$ cat config.mk
export PLATFORM = sky130hd
export DESIGN_NAME = detector_scheduler_flat
export DESIGN_NICKNAME = d
export VERILOG_FILES = /design/src/rtl/detector_scheduler_pkg.sv /design/src/rtl/detector_scheduler_if.sv /design/src/rtl/detector_scheduler_rr_arbiter.sv /design/src/rtl/detector_scheduler.sv /design/src/flat_wrapper.sv
export SDC_FILE = /design/constraint.sdc
export NUM_CORES = 1
export LEC_CHECK = 0
export CORE_UTILIZATION = 58
export CTS_BUF_LIST = sky130_fd_sc_hd__clkbuf_4
export CTS_CLUSTER_DIAMETER = 60
export DETAILED_ROUTE_END_ITERATION = 8
export MAX_ROUTING_LAYER = met4
export PLACE_DENSITY = 0.9
export SKIP_LAST_GASP = 1
export SYNTH_ARGS = -nofsm -noshare
export SYNTH_HDL_FRONTEND = slang
export SYNTH_SLANG_ARGS = --single-unit
export TNS_END_PERCENT = 5
$ cat constraint.sdc
create_clock -name clk -period 4.1 [get_ports clk]
set_input_delay 1.23 -clock clk [delete_from_list [all_inputs] [get_ports clk]]
set_output_delay 1.23 -clock clk [all_outputs]
set_load 0.01 [all_outputs]
$ cat src/rtl/detector_scheduler_pkg.sv
// Shared definitions for the detector scheduler: FSM encoding and default sizing.
package det_sched_pkg;

    localparam int DEF_N_REQ  = 4;
    localparam int DEF_WORD_W = 8;
    localparam int DEF_CNT_W  = 4;

    typedef enum logic [1:0] {
        S_IDLE   = 2'b00,
        S_CLEAR  = 2'b01,
        S_SHIFT  = 2'b10,
        S_REPORT = 2'b11
    } state_t;

endpackage

$ cat src/rtl/detector_scheduler_if.sv
// Request-side bundle between the requesters and the detector scheduler.
interface detector_scheduler_if
    import det_sched_pkg::*;
#(
    parameter int N_REQ  = DEF_N_REQ,
    parameter int WORD_W = DEF_WORD_W,
    parameter int CNT_W  = DEF_CNT_W
) ();

    logic [N_REQ-1:0]        req;
    logic [N_REQ*WORD_W-1:0] req_data;
    logic [N_REQ-1:0]        grant;
    logic [N_REQ-1:0]        done;
    logic [CNT_W-1:0]        match_cnt;
    logic                    busy;

    modport master (
        output req, req_data,
        input  grant, done, match_cnt, busy
    );

    modport slave (
        input  req, req_data,
        output grant, done, match_cnt, busy
    );

endinterface

$ cat src/rtl/detector_scheduler_rr_arbiter.sv
// Combinational round-robin pick: first set request at or above i_ptr, wrapping.
module rr_arbiter #(
    parameter int N_REQ = 4,
    localparam int IDX_W = $clog2(N_REQ)
) (
    input  logic [N_REQ-1:0] i_req,
    input  logic [IDX_W-1:0] i_ptr,
    output logic [N_REQ-1:0] o_gnt,
    output logic [IDX_W-1:0] o_idx
);

    logic             w_found;
    int               w_pos;
    logic [IDX_W-1:0] w_pos_idx;

    always_comb begin
        o_gnt     = '0;
        o_idx     = '0;
        w_found   = 1'b0;
        w_pos     = 0;
        w_pos_idx = '0;
        for (int k = 0; k < N_REQ; k++) begin
            w_pos = int'(i_ptr) + k;
            if (w_pos >= N_REQ) begin
                w_pos = w_pos - N_REQ;
            end
            w_pos_idx = IDX_W'(w_pos);
            if (!w_found && i_req[w_pos_idx]) begin
                w_found          = 1'b1;
                o_gnt[w_pos_idx] = 1'b1;
                o_idx            = w_pos_idx;
            end
        end
    end

endmodule

$ cat src/rtl/detector_scheduler.sv
// Time-shares one serial Mealy detector among N_REQ requesters: arbitrate,
// clear the detector, shift the granted word MSB-first and report the hit count.
module detector_scheduler
    import det_sched_pkg::*;
#(
    parameter int N_REQ  = DEF_N_REQ,
    parameter int WORD_W = DEF_WORD_W,
    parameter int CNT_W  = DEF_CNT_W
) (
    input  logic                 clk,
    input  logic                 rst,
    detector_scheduler_if.slave  bus,
    output logic                 det_rst,
    output logic                 det_x,
    input  logic                 det_y
);

    localparam int IDX_W = $clog2(N_REQ);
    localparam int BIT_W = $clog2(WORD_W);

    state_t             r_state;
    logic [IDX_W-1:0]   r_rr_ptr;
    logic [N_REQ-1:0]   r_grant;
    logic [N_REQ-1:0]   r_done;
    logic [CNT_W-1:0]   r_match_cnt;
    logic               r_busy;
    logic               r_det_x;
    logic [WORD_W-1:0]  r_shreg;
    logic [BIT_W-1:0]   r_bitcnt;
    logic [CNT_W-1:0]   r_cnt_acc;

    logic [N_REQ-1:0]   w_gnt;
    logic [IDX_W-1:0]   w_idx;
    logic               w_start;
    logic               w_last;
    logic [CNT_W-1:0]   w_cnt_next;

    rr_arbiter #(.N_REQ(N_REQ)) u_arb (
        .i_req (bus.req),
        .i_ptr (r_rr_ptr),
        .o_gnt (w_gnt),
        .o_idx (w_idx)
    );

    assign w_start    = |bus.req;
    assign w_last     = (r_bitcnt == BIT_W'(WORD_W - 1));
    // det_y is a Mealy output for the bit currently on det_x, so it is folded in at this edge.
    assign w_cnt_next = r_cnt_acc + CNT_W'(det_y);

    // Control path: FSM and every registered output.
    always_ff @(posedge clk or negedge rst) begin
        if (!rst) begin
            r_state     <= S_IDLE;
            r_rr_ptr    <= '0;
            r_grant     <= '0;
            r_done      <= '0;
            r_match_cnt <= '0;
            r_busy      <= 1'b0;
            r_det_x     <= 1'b0;
        end else begin
            case (r_state)
                S_IDLE: begin
                    if (w_start) begin
                        r_state  <= S_CLEAR;
                        r_grant  <= w_gnt;
                        r_busy   <= 1'b1;
                        r_rr_ptr <= (w_idx == IDX_W'(N_REQ - 1)) ? '0 : w_idx + IDX_W'(1);
                    end
                end
                S_CLEAR: begin
                    r_state <= S_SHIFT;
                    r_det_x <= r_shreg[WORD_W-1];
                end
                S_SHIFT: begin
                    if (w_last) begin
                        r_state     <= S_REPORT;
                        r_det_x     <= 1'b0;
                        r_done      <= r_grant;
                        r_match_cnt <= w_cnt_next;
                    end else begin
                        r_det_x <= r_shreg[WORD_W-2];
                    end
                end
                S_REPORT: begin
                    r_state <= S_IDLE;
                    r_done  <= '0;
                    r_grant <= '0;
                    r_busy  <= 1'b0;
                end
                default: begin
                    r_state <= S_IDLE;
                end
            endcase
        end
    end

    // Datapath: word shift register and per-job accumulators, re-initialised every job.
    always_ff @(posedge clk) begin
        case (r_state)
            S_IDLE: begin
                if (w_start) begin
                    r_shreg <= bus.req_data[w_idx*WORD_W +: WORD_W];
                end
            end
            S_CLEAR: begin
                r_bitcnt  <= '0;
                r_cnt_acc <= '0;
            end
            S_SHIFT: begin
                r_shreg   <= {r_shreg[WORD_W-2:0], 1'b0};
                r_bitcnt  <= r_bitcnt + BIT_W'(1);
                r_cnt_acc <= w_cnt_next;
            end
            default: begin
            end
        endcase
    end

    assign det_rst       = ~rst | (r_state == S_CLEAR);
    assign det_x         = r_det_x;
    assign bus.grant     = r_grant;
    assign bus.done      = r_done;
    assign bus.match_cnt = r_match_cnt;
    assign bus.busy      = r_busy;

endmodule
$ cat src/flat_wrapper.sv
// flat-port wrapper written by rule: the top's interface ports become plain ports
module detector_scheduler_flat import det_sched_pkg::*;
#(
    parameter int N_REQ  = DEF_N_REQ,
    parameter int WORD_W = DEF_WORD_W,
    parameter int CNT_W  = DEF_CNT_W
)
  (clk, rst, det_rst, det_x, det_y, bus_req, bus_req_data, bus_grant, bus_done, bus_match_cnt, bus_busy);
  detector_scheduler_if #(.N_REQ(N_REQ), .WORD_W(WORD_W), .CNT_W(CNT_W)) bus_i ();
  input  logic clk;
  input  logic rst;
  output logic det_rst;
  output logic det_x;
  input  logic det_y;
  input wire logic [$bits(bus_i.req)-1:0] bus_req;
  input wire logic [$bits(bus_i.req_data)-1:0] bus_req_data;
  output wire logic [$bits(bus_i.grant)-1:0] bus_grant;
  output wire logic [$bits(bus_i.done)-1:0] bus_done;
  output wire logic [$bits(bus_i.match_cnt)-1:0] bus_match_cnt;
  output wire logic [$bits(bus_i.busy)-1:0] bus_busy;
  assign bus_i.req = bus_req;
  assign bus_i.req_data = bus_req_data;
  assign bus_grant = bus_i.grant;
  assign bus_done = bus_i.done;
  assign bus_match_cnt = bus_i.match_cnt;
  assign bus_busy = bus_i.busy;
  detector_scheduler #(.N_REQ(N_REQ), .WORD_W(WORD_W), .CNT_W(CNT_W)) u_core (.clk(clk), .rst(rst), .bus(bus_i), .det_rst(det_rst), .det_x(det_x), .det_y(det_y));
endmodule
[Word-level counts from Yosys, hierarchy flattened]
Index checks and enable logic that the tools add are counted.
Operators by class
  add/sub/neg operators: 10
  $lt $le $gt $ge: 12
  equal/unequal tests: 7
  shift operators: 1
  mux-type cells: 47
  bitwise operators: 5
  reductions and logical operators: 22
Operators with widths (number)
  $shiftx 32x6->8: 1
  $mux 4: 6
  $pmux 4 s2: 3
  $mux 2: 11
  $pmux 8 s2: 1
  $mux 1: 13
  $lt 2x3->1 const B: 4
  $or 4x4->4: 3
  $reduce_and 2->1: 6
  $ge 3x3->1 const B: 3
  $bmux 1 s2: 4
  $demux 1 s2: 4
  $ge 2x1->1 const B: 4
  $mux 8: 1
  $pmux 2 s4: 1
  $reduce_bool 2->1: 4
  $sub 2x1->2 const B: 4
  $logic_and 1x1->1: 7
  $add 2x2->3 const B: 2
  $eq 2x2->1 const B: 3
  $pmux 3 s2: 1
  $add 4x1->4: 1
  $ne 2x1->1 const B: 2
  $pmux 1 s2: 2
  other kinds (11): 13
Storage, ports and cells
  flip-flop bits (word level): 33
  input bits: 39
  output and inout bits: 15

[Logic depth before layout (Yosys ltp)]
  word-level depth: 17
  mapped depth: 12

[Cells and area by module]
Synthesis repeated with hierarchy kept, for this count alone.
Second synthesis, totals
  cell total of the unflattened synthesis: 203
  area, all modules: 2270.9 µm²
Modules (own cells, without submodules)
  detector_scheduler: instances 1, cells an instance 138, area each 1781.7 µm²
  rr_arbiter: instances 1, cells an instance 65, area each 489.2 µm²

[Least setup slack after synthesis]
OpenSTA, ideal clock, no wires.
  path kind: in2reg
  start point: input port bus_req[0]
  end point: register u_core.r_shreg[1] (data pin)
  setup time: 269 ps
  data arrival time: 2828 ps
  data required time: 3831 ps
  slack: 1004 ps
  stages on the path: 7
  cell sequence: buf_2 mux4_2 nor2b_4 buf_2 a311o_1 a221oi_1 o211ai_1
On the way
  cells in the longest elaborated chain, start to end: 15
  elaborated cells between the ends (all ways): 24
  classes of those cells: 1 x shift; 17 x mux; 6 x reduce/logical
RTL lines
  from (decl): line flat_wrapper.sv:15  | input wire logic [$bits(bus_i.req)-1:0] bus_req;
  $bmux 1 s2: line detector_scheduler_rr_arbiter.sv:28  | if (!w_found && i_req[w_pos_idx]) begin
  $mux 1 (implied by the code): line detector_scheduler_rr_arbiter.sv:28
  $mux 1: line detector_scheduler_rr_arbiter.sv:28
  $logic_not 1->1: line detector_scheduler_rr_arbiter.sv:28
  $logic_and 1x1->1: line detector_scheduler_rr_arbiter.sv:28
  $mux 1: line detector_scheduler_rr_arbiter.sv:28
  $logic_not 1->1: line detector_scheduler_rr_arbiter.sv:28
  $logic_and 1x1->1: line detector_scheduler_rr_arbiter.sv:28
  $mux 1: line detector_scheduler_rr_arbiter.sv:28
  $logic_not 1->1: line detector_scheduler_rr_arbiter.sv:28
  $logic_and 1x1->1: line detector_scheduler_rr_arbiter.sv:28
  $mux 2 *: line detector_scheduler_rr_arbiter.sv:28
  $shiftx 32x6->8 *: line detector_scheduler.sv:102  | r_shreg <= bus.req_data[w_idx*WORD_W +: WORD_W];
  $mux 8 *: line detector_scheduler.sv:101  | if (w_start) begin
  $pmux 8 s2 *: line detector_scheduler.sv:99  | case (r_state)
  to (signal assigned): line detector_scheduler.sv:102
  to (signal assigned): line detector_scheduler.sv:110  | r_shreg <= {r_shreg[WORD_W-2:0], 1'b0};
  to (decl): line detector_scheduler.sv:28  | logic [WORD_W-1:0] r_shreg;
Mark *: on every way between the ends. The rest lies on a longest branch, timed or not. The select of a mux whose other input is x is not followed.
A chain may end at the register's enable or synchronous reset.

[Final worst setup path]
  start point: input port bus_req[3]
  end point: register u_core.r_shreg[1] (data pin)
The elaborated chain is that of the path after synthesis.

==> results.txt <==
----------------------------------------------------
[Floorplanning]
  Die area ... 4860 sq um
  I/O pins ... 54
  Core Area ... 4380 sq um
  Row cnt ... 24
  Horizontal extent of the die ... 69.7 um
  Initial Utilization ... 60.6%
  Die height ... 69.7 um

[Yosys]
  Synth top area cells ... dfrtp_1 (17%), edfxtp_1 (17%), ha_1 (8.0%)
  Distinct cell type count of the synthesized netlist ... 54
  Share of Yosys cell area claimed by the top area cell type ... 16.9%
  Post-Synthesis Net Count ... 328
  Cell type with the highest aggregate area in the netlist ... dfrtp_1
  Share of the yosys chip area belonging to registers ... 33.9%
  Post-Synthesis Cells ... 272
  Total of flip-flops plus latches after synthesis ... 33
  List of most frequent post-synthesis cells ... nor2_1 (23), nand2_1 (21), dfrtp_1 (18), ha_1 (17), o21ai_0 (16)
  Most used standard cell by instance count after synthesis ... nor2_1
  Fraction of synthesis flops using an asynchronous set or reset pin ... 54.5%
  EDFF count, synth ... 15
  Yosys warnings ... 0
  Dominant synthesized flop cell ... dfrtp_1
  Avg Inst Size Synth ... 9.78 sq um
  Cell Area, Synth ... 2660 sq um

[Min path]
  Origin of the worst min-delay path ... u_core.bus.match_cnt[3]
  Hold path cells ... 2
  Type of the worst min-delay path ... reg2reg

[STA]
  Final worst path period need ... 3530 ps
  Period utilization ... 86.2%
  Number of endpoints with negative hold slack in the final report ... 0
  Setup TNS Final ... 0 ps
  Slew of the pin with the lowest slew margin ... 786 ps
  Post-route setup slack ... 567 ps
  Setup repair after global routing missed its margin ... false
  Normalized max-slew margin ... 47.4%
  Max-slew violation total from the final report ... 0
  Setup skew after layout ... 22.9 ps
  Fmax ... 283 MHz
  Final number of setup-violating endpoints ... 0

[CTS]
  CTS Buf Count ... 5
  Reg clk slew, reported paths ... 130 ps
  Cell at the root of the clock tree ... clkbuf_4
  Hold buffers post-CTS ... 0
  Htree depth ... 2
  TritonCTS clock tree ... yes
  Bufs on Longest Clock Path ... 2
  Number of setup buffers added after CTS ... 0
  Resized Gates After CTS ... 0
  Number of sinks driven by the clock tree ... 33
  Clk Latency, worst-skew pair ... 360 ps

[Drt]
  Drt pass-1 iters ... 5
  Residual DRC count ... 0
  Initial drt markers ... 170
  WL final ... 6.50 mm
  Number of nets still failing antenna checks after routing ... 0
  Via/cell ratio ... 6.60
  Average wire per cell in the routed design ... 17.3 um
  Number of vias in the routed layout ... 2483

[GRT]
  Initial antenna violation count ... 0
  Pin count of the biggest net entering global routing ... 46
  Global-route wire length before repair ... 10.9 mm
  Remaining Overflow, GRT ... 0
  Overall routing resource usage ... 28.4%
  Number of global-route vias before repair ... 2331

[Pwr]
  Worst IR drop on VDD ... 0.000382 V
  Power share of the combinational group ... 67.3%
  PD cells ... 792 nW/um^2
  Share of power burned in registers ... 25.5%
  LEAKAGE ... 1.33 nW
  Clock share of power ... 7.3%
  Sw Share ... 46.2%
  Net switching power of the design ... 1.20 mW
  Internal power consumption ... 1.40 mW

[Place]
  Last weighted congestion value of the routability-driven placer ... 0.834
  Count of buffers from port buffering ... 53
  Placed wire-length estimate ... 4.72 mm
  Post-placement worst setup slack ... 236 ps

[Final layout]
  Share of cells above drive strength 1 ... 10.5%
  NumNets Final ... 379
  Diode count ... 0
  Area grow syn2layout ... 23.2%

[Critical path]
  R2R depth ... 8
  Worst Setup Start Kind ... input port
  Reg-to-reg slack, setup ... 730 ps
  Biggest fanout along the worst timing path ... 12
  Sort of element at the end of the critical path ... register
  Reg2Reg Launch Point ... u_core.r_rr_ptr[1]
  Required time of the worst setup path ... 4310 ps
  Critical Setup Path Class ... in2reg
  Crit. Startpoint ... bus_req[3]
  Critical path data arrival time ... 3740 ps

[Status]
  Run status ... finished, final reports clean

[Job]
  Max Cap Violations ... 0

----------------------------------------------------
-- worst max-delay path: stages --
cell	delay [ps]
clkdlybuf4s50_1	610
mux4_2	600
nor2b_4	180
buf_4	180
o21ai_4	300
o22ai_1	150
a2111o_1	400
o211ai_1	90
-- metrics by stage --
step                      instance area, sq um  utilization [%]  hold WS, ps  std cells  power (mW)
after detailed placement                  3220             73.5          469        368        2.39
after CTS                                 3280             74.7          494        376        2.57
after global routing                      3280             74.7          511        376        2.78
final                                     3280             74.7          487        376        2.60
after floorplan                           2660                -          506        272        1.92
after global placement                    3220             73.5          460        368        2.32
-- power by group through the flow --
stage	logic (mW)	registers [mW]	clock network, mW
detailed placement	1.72	0.668	0
global route	1.91	0.676	0.197
floorplan	1.26	0.660	0
CTS	1.72	0.661	0.185
global placement	1.66	0.659	0
finish	1.75	0.661	0.189
-- layout by cell type (no fill, tap or decap), types with 6 or more instances in the layout --
cell type and n:
a2111o_1 6, a221oi_1 7, a22o_1 8, a22oi_1 7
a311o_1 7, buf_4 10, clkdlybuf4s50_1 53, dfrtp_1 18
edfxtp_1 15, ha_1 17, inv_1 11, mux2_2 6
mux2i_1 11, nand2_1 21, nor2_1 23, nor2b_1 6
o211ai_1 9, o21ai_0 16, o22ai_1 7, o32ai_1 8
-- state kept, by name, summed over array words and instances, names as in the netlist --
register / count
u_core.bus.busy: 1
u_core.bus.done: 4
u_core.bus.grant: 4
u_core.bus.match_cnt: 4
u_core.det_x: 1
u_core.r_bitcnt: 3
u_core.r_cnt_acc: 4
u_core.r_rr_ptr: 2
u_core.r_shreg: 8
u_core.r_state: 2
-- area by class of cell --
type / instances / area [sq um]
clock buffers: 5 / 37.5
clock inverters: 3 / 17.5
fillers: 329 / 1110
inverters: 11 / 41.3
multi-input cells: 209 / 1610
flip-flops and latches: 33 / 901
well taps: 52 / 65.1
repair buffers: 63 / 606
-- routing by layer --
metal | vias to the layer above | GRT usage (%) | share of wire (%)
met5 | - | - | 0
met4 | 0 | 6.44 | 0.94
met3 | 9 | 5.23 | 5.4
met2 | 97 | 47.2 | 51
met1 | 1215 | 36.2 | 43
li1 | 1162 | - | -
-- worst paths after layout --
check / to
worst min register to register: u_core.bus.match_cnt[3]
max in group asynchronous: u_core.bus.grant[1]
min in group asynchronous: u_core.r_state[0]
worst min-delay path: u_core.bus.match_cnt[3]
worst max-delay path: u_core.r_shreg[1]
worst max register to register: u_core.r_shreg[0]
-- cell families (layout without fill, tap and decap cells) --
family                     Yosys count  in the layout  synth area share [%]
AOI/OAI and AO/OA                   94             94                  28.0
xor gates and xnor gates             3              3                 0.988
buffers and inverters               30             82                  5.60
adders and majority gates           17             17                  8.00
DFF                                 33             33                  33.9
and+or+nand+nor                     74             74                  13.9
muxes                               21             21                  9.65
(Power assumes the default switching activity.)
